<file path="config.mk">
export PLATFORM = sky130hd
export DESIGN_NAME = core2wb_pipe
export DESIGN_NICKNAME = d
export VERILOG_FILES = /design/src/rtl/wb_pkg.sv /design/src/rtl/core2wb_tag_fifo.sv /design/src/rtl/core2wb_pipe.sv
export SDC_FILE = /design/constraint.sdc
export NUM_CORES = 1
export LEC_CHECK = 0
export ABC_CLOCK_PERIOD_IN_PS = 1400
export CAP_MARGIN = 20
export CORE_ASPECT_RATIO = 1.5
export CORE_MARGIN = 1.5
export CORE_UTILIZATION = 25
export CTS_CLUSTER_DIAMETER = 120
export CTS_CLUSTER_SIZE = 16
export DETAILED_ROUTE_END_ITERATION = 12
export PLACE_DENSITY = 0.85
export SYNTH_ARGS = -nofsm -noshare
export SYNTH_HDL_FRONTEND = slang
export SYNTH_SLANG_ARGS = --single-unit
</file>
<file path="constraint.sdc">
create_clock -name clk -period 1.4 [get_ports clk]
set_input_delay 0.14 -clock clk [delete_from_list [all_inputs] [get_ports clk]]
set_output_delay 0.14 -clock clk [all_outputs]
set_load 0.1 [all_outputs]
</file>
<file path="src/rtl/wb_pkg.sv">
// rtl/wb_pkg.sv - shared definitions for the core-to-Wishbone pipelined adapter
// Contents: core2wb_state_e (adapter state encoding) and WB_MAX_OUTSTANDING
// (upper bound on the number of in-flight transactions).
package wb_pkg;

  localparam int WB_MAX_OUTSTANDING = 16;

  typedef enum logic [1:0] {
    RUN   = 2'd0,
    ABORT = 2'd1,
    FLUSH = 2'd2
  } core2wb_state_e;

endpackage

</file>
<file path="src/rtl/core2wb_tag_fifo.sv">
// rtl/core2wb_tag_fifo.sv - in-order 1-bit tag queue for outstanding bus transactions
// Ports: clk, rst_n (async, active low); flush empties the queue; push/push_tag
// append one tag; pop removes the head; pop_tag shows the head; count is occupancy.
module core2wb_tag_fifo
  import wb_pkg::*;
#(
  parameter int Depth = 2
) (
  input  logic                       clk,
  input  logic                       rst_n,
  input  logic                       flush,
  input  logic                       push,
  input  logic                       push_tag,
  input  logic                       pop,
  output logic                       pop_tag,
  output logic [$clog2(Depth+1)-1:0] count
);

  localparam int CntWidth = $clog2(Depth + 1);
  localparam int PtrWidth = (Depth > 1) ? $clog2(Depth) : 1;
  localparam logic [CntWidth-1:0] Full    = CntWidth'(Depth);
  localparam logic [PtrWidth-1:0] LastPtr = PtrWidth'(Depth - 1);

  if (Depth < 1 || Depth > WB_MAX_OUTSTANDING) begin : g_bad_depth
    $error("core2wb_tag_fifo: Depth out of range");
  end

  logic [Depth-1:0]    mem;
  logic [PtrWidth-1:0] wr_ptr;
  logic [PtrWidth-1:0] rd_ptr;
  logic [CntWidth-1:0] cnt_q;
  logic                do_push;
  logic                do_pop;

  // Pop on empty is dropped; push on full is accepted only if a pop frees a slot.
  assign do_pop  = pop & (cnt_q != '0);
  assign do_push = push & ((cnt_q != Full) | do_pop);

  function automatic logic [PtrWidth-1:0] ptr_inc(input logic [PtrWidth-1:0] p);
    return (p == LastPtr) ? '0 : p + PtrWidth'(1);
  endfunction

  always_ff @(posedge clk or negedge rst_n) begin
    if (!rst_n) begin
      wr_ptr <= '0;
      rd_ptr <= '0;
      cnt_q  <= '0;
    end else if (flush) begin
      wr_ptr <= '0;
      rd_ptr <= '0;
      cnt_q  <= '0;
    end else begin
      if (do_push) wr_ptr <= ptr_inc(wr_ptr);
      if (do_pop)  rd_ptr <= ptr_inc(rd_ptr);
      case ({do_push, do_pop})
        2'b10:   cnt_q <= cnt_q + CntWidth'(1);
        2'b01:   cnt_q <= cnt_q - CntWidth'(1);
        default: cnt_q <= cnt_q;
      endcase
    end
  end

  // Storage needs no reset: entries are only read once the count covers them.
  always_ff @(posedge clk) begin
    if (do_push && !flush) mem[wr_ptr] <= push_tag;
  end

  assign pop_tag = mem[rd_ptr];
  assign count   = cnt_q;

endmodule

</file>
<file path="src/rtl/core2wb_pipe.sv">
// rtl/core2wb_pipe.sv - pipelined OBI-style core port to Wishbone B4 pipelined master
// Core side: req/we/addr/be/wdata in, gnt (combinational), rvalid/rdata/err (registered).
// Bus side: wb_cyc/wb_stb/wb_we/wb_adr/wb_sel/wb_dat_o out, wb_stall/wb_ack/wb_err/wb_dat_i in.
// clk single clock, rst_n async active-low reset.
module core2wb_pipe
  import wb_pkg::*;
#(
  parameter int AddrWidth      = 32,
  parameter int DataWidth      = 32,
  parameter int MaxOutstanding = 2,
  parameter int TimeoutCycles  = 0
) (
  input  logic                   clk,
  input  logic                   rst_n,
  input  logic                   req,
  input  logic                   we,
  input  logic [AddrWidth-1:0]   addr,
  input  logic [DataWidth/8-1:0] be,
  input  logic [DataWidth-1:0]   wdata,
  output logic                   gnt,
  output logic                   rvalid,
  output logic [DataWidth-1:0]   rdata,
  output logic                   err,
  output logic                   wb_cyc,
  output logic                   wb_stb,
  output logic                   wb_we,
  output logic [AddrWidth-1:0]   wb_adr,
  output logic [DataWidth/8-1:0] wb_sel,
  output logic [DataWidth-1:0]   wb_dat_o,
  input  logic                   wb_stall,
  input  logic                   wb_ack,
  input  logic                   wb_err,
  input  logic [DataWidth-1:0]   wb_dat_i
);

  localparam int CntWidth = $clog2(MaxOutstanding + 1);
  localparam int WdWidth  = (TimeoutCycles > 0) ? $clog2(TimeoutCycles + 1) : 1;
  localparam logic [CntWidth-1:0] MaxCnt  = CntWidth'(MaxOutstanding);
  localparam logic [WdWidth-1:0]  WdLimit = WdWidth'(TimeoutCycles);

  if (MaxOutstanding < 1 || MaxOutstanding > WB_MAX_OUTSTANDING) begin : g_bad_outstanding
    $error("core2wb_pipe: MaxOutstanding out of range");
  end
  if (DataWidth % 8 != 0) begin : g_bad_width
    $error("core2wb_pipe: DataWidth must be a multiple of 8");
  end

  core2wb_state_e       state_q, state_d;
  logic [CntWidth-1:0]  cnt;
  logic [CntWidth-1:0]  cnt_after;
  logic [WdWidth-1:0]   wd_q, wd_d;
  logic                 tag_is_write;
  logic                 stb_int, cyc_int, issue, pop;
  logic                 rsp_valid_d, rsp_err_d;
  logic [DataWidth-1:0] rsp_data_d;

  core2wb_tag_fifo #(.Depth(MaxOutstanding)) u_tag_fifo (
    .clk      (clk),
    .rst_n    (rst_n),
    .flush    (1'b0),
    .push     (issue),
    .push_tag (we),
    .pop      (pop),
    .pop_tag  (tag_is_write),
    .count    (cnt)
  );

  always_comb begin
    state_d     = state_q;
    stb_int     = 1'b0;
    cyc_int     = 1'b0;
    issue       = 1'b0;
    pop         = 1'b0;
    rsp_valid_d = 1'b0;
    rsp_err_d   = 1'b0;
    rsp_data_d  = '0;
    cnt_after   = cnt;
    wd_d        = '0;
    case (state_q)
      RUN: begin
        // rst_n gating keeps the strobe quiet while reset is held with req high.
        stb_int     = rst_n & req & (cnt < MaxCnt);
        cyc_int     = stb_int | (cnt != '0);
        issue       = stb_int & ~wb_stall;
        pop         = (wb_ack | wb_err) & (cnt != '0);
        rsp_valid_d = pop;
        rsp_err_d   = pop & wb_err;
        rsp_data_d  = (pop && !tag_is_write && !wb_err) ? wb_dat_i : '0;
        cnt_after   = cnt + CntWidth'(issue) - CntWidth'(pop);
        // wd holds the number of cycles since the last issue or termination.
        if (cnt_after == '0)  wd_d = '0;
        else if (issue | pop) wd_d = WdWidth'(1);
        else                  wd_d = wd_q + WdWidth'(1);
        if (TimeoutCycles > 0 && cnt_after != '0 && wd_d >= WdLimit) state_d = ABORT;
      end
      ABORT, FLUSH: begin
        // The first error answer is popped already in ABORT so the k-th error
        // response lands k cycles after the abort cycle.
        pop         = (cnt != '0);
        rsp_valid_d = pop;
        rsp_err_d   = 1'b1;
        if (state_q == ABORT)        state_d = FLUSH;
        else if (cnt <= CntWidth'(1)) state_d = RUN;
      end
      default: state_d = RUN;
    endcase
  end

  always_ff @(posedge clk or negedge rst_n) begin
    if (!rst_n) begin
      state_q <= RUN;
      wd_q    <= '0;
      rvalid  <= 1'b0;
      err     <= 1'b0;
      rdata   <= '0;
    end else begin
      state_q <= state_d;
      wd_q    <= wd_d;
      rvalid  <= rsp_valid_d;
      err     <= rsp_err_d;
      rdata   <= rsp_data_d;
    end
  end

  assign gnt      = issue;
  assign wb_stb   = stb_int;
  assign wb_cyc   = cyc_int;
  assign wb_we    = we;
  assign wb_adr   = addr;
  assign wb_sel   = be;
  assign wb_dat_o = wdata;

endmodule

</file>
==> run summary, run 1 <==
Outcome: complete, but fails checks
Failing checks: hold timing, setup timing
Routed wire length: 5420 um
Initial DRC Count: 37
Number of global-route vias before repair: 1186
Cells on worst reg2reg path: 5
Critical Path End Type: output pin
Slew Limit Fails: 0
Final Hold Violating Endpoints: 37
Inserted Diodes: 0
CP bufs+invs: 3
Slew @ Worst Pin: 0.467 ns
Mux cell area share after synthesis: 1.30%
Core region area: 7510 um^2
Synth Net Count: 272
Nets@finish: 298
Synth Register Bits: 40
Worst path slowest cell: dfrtp_1
H-tree Lvls: 2
Post-synthesis adder-cell area fraction: 0%
Worst r2r src: u_tag_fifo.rd_ptr
First drt pass iteration count: 3
CP Cell Sequence: nor4bb_1 -> buf_4 -> buf_6 -> buf_12
Compound-gate portion of the synthesized area: 0.260%
Worst Hold Class: in2async
R2r endpoint: rdata[12]
Critical Path Max Stage Delay: 0.39 ns
Drt via density: 3.94
Initial core utilization: 25.6%
Residual DRC count: 0
Clock Path Buffers: 2
Unrepaired setup endpoints after global routing: yes
Full die area: 8230 um^2
DRT antenna net count: 0
Final Cycle Share: 108%
CTS root buffer: clkbuf_16
Setup crit start kind: flip-flop
Final worst slack: -0.112 ns
Post-synth top area cell: dfrtp_1
Via count: 1150
Peak supply drop: 528 uV
Kind of critical path: reg2out
Worst-path maximum fanout: 3
Synth Area in Simple Gates: 16.5%
Ports: 213
Clk_lat worst skew: 0.28 ns
Largest net degree at the start of global routing: 38
Synthesized area: 1920 um^2
DP Wirelength: 3950 um
Port bufs: 76
Grt total ovfl: 0
Row Count: 39
Yosys top cell area share: 49.5%
Leakage power: 1.38 nW
Area Growth Syn to Fin: 57.9%
CTS sink cnt: 40
Sequential share of the synthesized area: 52.6%
Max-cap viol count: 0
Hold WS: -0.0410 ns
Syn. warnings: 0
Commonest non-fill, non-tap cell in the layout: buf_12
Synthesized area per cell: 11.6 um^2
Top post-synthesis cells by area: dfrtp_1, buf_4, and2_2, and2_1, edfxtp_1
Layout cell share with drive strength beyond 1: 50.5%
First-pass GRT wire length: 6780 um
Synth unique cells: 18
Max-slew headroom: 68.9%
Min Tclk post-route: 1.51 ns
Cells after Synth: 165
Most frequent cells in the layout: buf_12, dfrtp_1, clkdlybuf4s50_1
DIE WIDTH: 74.6 um
Layout Skew: 0.00405 ns
Peak Freq: 0.661 GHz
Power Dens Cells: 946 nW/um^2
Die height: 110 um
Clk pin slew, worst setup/hold paths: 0.06 ns
Crit path arrival time: 1.37 ns
RePlAce Congestion: 0.640
R2R Setup Slk: -0.07 ns
Initial antenna violation count: 0
Core Util, Final: 40.4%
Num CTS Buffers: 5
GRT Total Usage: 11.9%
CP top delay family: buffers and inverters
Setup TNS: -1.83 ns
Largest family of logic cells by synthesized area: buffers and inverters
Crit path required time: 1.26 ns
CTS tree: built
Synth Area in XOR/XNOR: 1.37%
DR WL/cell: 18.6 um
Final setup viols: 34
synth_stat cells (all sizes together):
| cell | n |
|---|---|
| nand3 | 1 |
| edfxtp | 2 |
| nor2 | 4 |
| mux2i | 1 |
| dfrtp | 38 |
| xnor2 | 1 |
| xor2 | 2 |
| mux2 | 1 |
| buf | 69 |
| nand2 | 3 |
| o21ai | 1 |
| and2 | 33 |
| nor2b | 3 |
| clkbuf | 4 |
| nor4bb | 1 |
| nor4b | 1 |
worst max-delay path by stage:
stage / startpoint / depth (start not counted) / to
after detailed placement: req / 4 / u_tag_fifo.mem[0]
after floorplan: u_tag_fifo.count[1] / 3 / u_tag_fifo.mem[0]
after global routing: u_tag_fifo.count[1] / 4 / gnt
after CTS: u_tag_fifo.count[1] / 4 / gnt
final: u_tag_fifo.count[1] / 4 / gnt
after global placement: req / 4 / u_tag_fifo.mem[0]
power by group:
part | internal (mW) | total [mW] | switching [mW]
logic | 0.268 | 0.546 | 0.279
clock network | 0.640 | 1.05 | 0.412
registers | 1.22 | 1.27 | 0.0565
total | 2.13 | 2.87 | 0.747
layout make-up:
cell class	instances	area, um^2
fillers	711	4480
repair buffers	92	1330
flip-flops and latches	40	1010
multi-input cells	52	442
clock buffers	6	129
well taps	102	128
flip-flops by register name, summed over array words and instances, names as in the netlist:
signal and flops:
err 1, rdata 32, rvalid 1, u_tag_fifo.count 2, u_tag_fifo.mem 2, u_tag_fifo.rd_ptr 1
u_tag_fifo.wr_ptr 1
routing by layer:
metal	global-route usage, %	vias to the layer above	wire length [um]
li1	-	482	-
met4	13.8	0	542
met5	0	-	0
met2	18.4	89	2700
met1	8.77	517	1350
met3	7.64	62	822
stage by stage:
stage / setup slack (ns) / total power, mW / instance area (um^2) / hold slack [ns] / cells
after floorplan: -0.0653 / 2.44 / 1940 / -0.156 / 165
after global placement: -0.00317 / 1.78 / 2720 / -0.0557 / 277
after detailed placement: -0.0666 / 1.80 / 2720 / -0.0550 / 277
after CTS: -0.144 / 2.87 / 2870 / -0.358 / 285
after global routing: -0.190 / 2.99 / 3040 / 0.0153 / 292
final: -0.112 / 2.87 / 3040 / -0.0410 / 292
kinds of logic after synthesis:
logic type / Yosys count
buf+inv: 73
simple gates: 46
flops: 40
xor+xnor: 3
mux: 2
compound gates: 1
repair_timing:
item,4_1_cts,5_1_grt
setup endpoints to repair,32,36
hold endpoints to repair,38,1
gates cloned,0,3
setup buffers,2,4
pin swaps,1,31
resized for setup,2,37
Note: power is estimated with default switching activity, not from simulation.
==> run 2: changes to the inputs <==
ABC_CLOCK_PERIOD_IN_PS = 1560   (was 1400)
CAP_MARGIN = not set   (was 20)
CORE_UTILIZATION = 28   (was 25)
PLACE_DENSITY = 0.89   (was 0.85)
clock period = 1.56 ns   (was 1.4 ns; I/O delays follow)
==> run 2 against run 1 <==
Compared with the run above:
- the run now ends clean
- non-clock buffer count fell by 10
- wire length fell by 7.1%
- via count fell by 4.1%
- final area fell by 7.7%
- combinational power fell by 17%
- worst setup slack improved by 0.13 ns
- utilization rose by 2.2 points
- first-iteration DRC count fell by 8.1%
- flip-flop and latch count did not move
==> run summary, run 2 (synthesis results as in run 1) <==
Outcome: completed
Initial core utilization: 29.2% (+3.6 points)
Area Growth Syn to Fin: 45.7%
Core region area: 6580 um^2 (-12%)
Commonest non-fill, non-tap cell in the layout: buf_12
Worst path slowest cell: dfrtp_2
CTS sink cnt: 40 (unchanged)
GRT Total Usage: 13.5% (+1.6 points)
First drt pass iteration count: 3 (unchanged)
Routed wire length: 5040 um (-7.1%)
DRT antenna net count: 0 (unchanged)
Nets@finish: 288 (-3.4%)
DR WL/cell: 19.5 um (+5.1%)
CP Cell Sequence: nor4bb_2 -> buf_4 -> buf_12
Via count: 1103 (-4.1%)
Leakage power: 1.27 nW (-7.5%)
Layout Skew: 0.00637 ns (+0.00232 ns)
Initial DRC Count: 34 (-8.1%)
Setup crit start kind: flip-flop
DIE WIDTH: 70.6 um (-5.3%)
Critical Path Max Stage Delay: 0.44 ns (+0.05 ns)
Max reg flops: 32 (unchanged)
Residual DRC count: 0 (unchanged)
RePlAce Congestion: 0.714 (+12%)
Number of global-route vias before repair: 1218 (+2.7%)
DP Wirelength: 4140 um (+4.8%)
CTS root buffer: clkbuf_8
Port bufs: 76 (unchanged)
Peak supply drop: 398 uV (-25%)
Ports: 213 (unchanged)
Min Tclk post-route: 1.54 ns
Slew Limit Fails: 0 (unchanged)
Worst-path maximum fanout: 4 (+1)
CTS tree: built
Fillers: 566 (-20%)
Placed insts: 247 (-11%)
Worst Hold Class: in2out
Row Count: 36 (-7.7%)
Peak Freq: 0.650 GHz
Crit path arrival time: 1.38 ns (about the same)
Cell Area, Placed: 2650 um^2 (-2.4%)
Critical Path End Type: output pin
Die height: 104 um (-5.4%)
Kind of critical path: reg2out
Design Area, Final: 2800 um^2 (-7.7%)
First-pass GRT wire length: 7270 um (+7.2%)
Final setup viols: 0 (-100%)
H-tree Lvls: 2 (unchanged)
Initial antenna violation count: 0 (unchanged)
Largest Register: rdata
Slew @ Worst Pin: 0.477 ns (+0.0109 ns)
Clk_lat worst skew: 0.29 ns (about the same)
Crit path required time: 1.40 ns (+0.14 ns)
Grt total ovfl: 0 (unchanged)
Most frequent cells in the layout: buf_12, dfrtp_1, clkdlybuf4s50_1
Layout cell share with drive strength beyond 1: 44.0% (-6.6 points)
Max-slew headroom: 68.2% (-0.72 points)
Unrepaired setup endpoints after global routing: yes
Full die area: 7380 um^2 (-10%)
Clock Path Buffers: 2 (unchanged)
Core Util, Final: 42.6% (+2.2 points)
Largest net degree at the start of global routing: 39 (+2.6%)
Finished Layout Cells: 258 (-12%)
Power Dens Cells: 860 nW/um^2 (-9.1%)
Inserted Diodes: 0 (unchanged)
Drt via density: 4.28 (+8.6%)
Num CTS Buffers: 5 (unchanged)
Final Cycle Share: 98.6%
Final Hold Violating Endpoints: 0 (-100%)
Clk pin slew, worst setup/hold paths: 0.08 ns (+0.02 ns)
Max-cap viol count: 0 (unchanged)
-- run 2: stage by stage --
stage          worst slack, ns  hold WS [ns]  total power, mW  setup TNS, ns
6_report                0.0215         0.312             2.41              0
4_1_cts                0.00271         0.313             2.44              0
3_3_place_gp            0.0892         0.263             1.59              0
3_5_place_dp            0.0368         0.266             1.60              0
2_1_floorplan           0.0347        -0.140             2.19              0
5_1_grt                -0.0337         0.312             2.50        -0.0337
-- run 2: report_power, final --
part	switching (mW)	total [mW]	internal [mW]
logic	0.239	0.453	0.213
clock network	0.355	0.828	0.473
registers	0.0390	1.13	1.09
total	0.633	2.41	1.78
-- run 2: layout make-up --
type	instances	area [um^2]	area share, %
repair buffers	82	1200	42.7
flip-flops and latches	40	1010	36.1
clock inverters	3	42.5	1.52
clock buffers	5	68.8	2.46
multi-input cells	52	385	13.8
well taps	76	95.1	3.40
-- run 2: final timing paths --
path | startpoint | to | slack, ns | cells after the start
worst max register to register | u_tag_fifo.count[1] | u_tag_fifo.mem[0] | 0.07 | 4
worst min register to register | u_tag_fifo.wr_ptr | u_tag_fifo.wr_ptr | 0.49 | 1
worst min-delay path | addr[12] | wb_adr[12] | 0.31 | 0
max in group asynchronous | rst_n | rdata[11] | 0.74 | 3
worst max-delay path | u_tag_fifo.count[1] | gnt | 0.02 | 3
min in group asynchronous | rst_n | u_tag_fifo.count[1] | 0.48 | 3
-- run 2: worst max-delay path, delay by kind of cell, from the launching register on --
kind	cells	cell delay (ns)
AND/OR/NAND/NOR	1	0.30
buffers and inverters	2	0.35
flip-flops	1	0.44
-- run 2: repair_timing --
item                                    CTS  global route
endpoints found under the hold margin    38             0
pin swaps                                 0             1
gates resized for setup                   1             2
hold buffers                              1             0
endpoints found under the setup margin    2             2
setup buffers                             1             1
-- run 2: metal layers --
metal  track usage (%)  vias up  part of all wire, %
li1                  -      465                    -
met1              9.55      498                   24
met2              20.1       82                   45
met3              10.3       58                   20
met4              15.9        0                   12
met5                 0        -                    0
==> run 3: changes to the inputs <==
CTS_CLUSTER_SIZE = 10   (was 16)
==> results of run 3 <==
No change in the layout: final DEF, timing and power equal those of run 2.
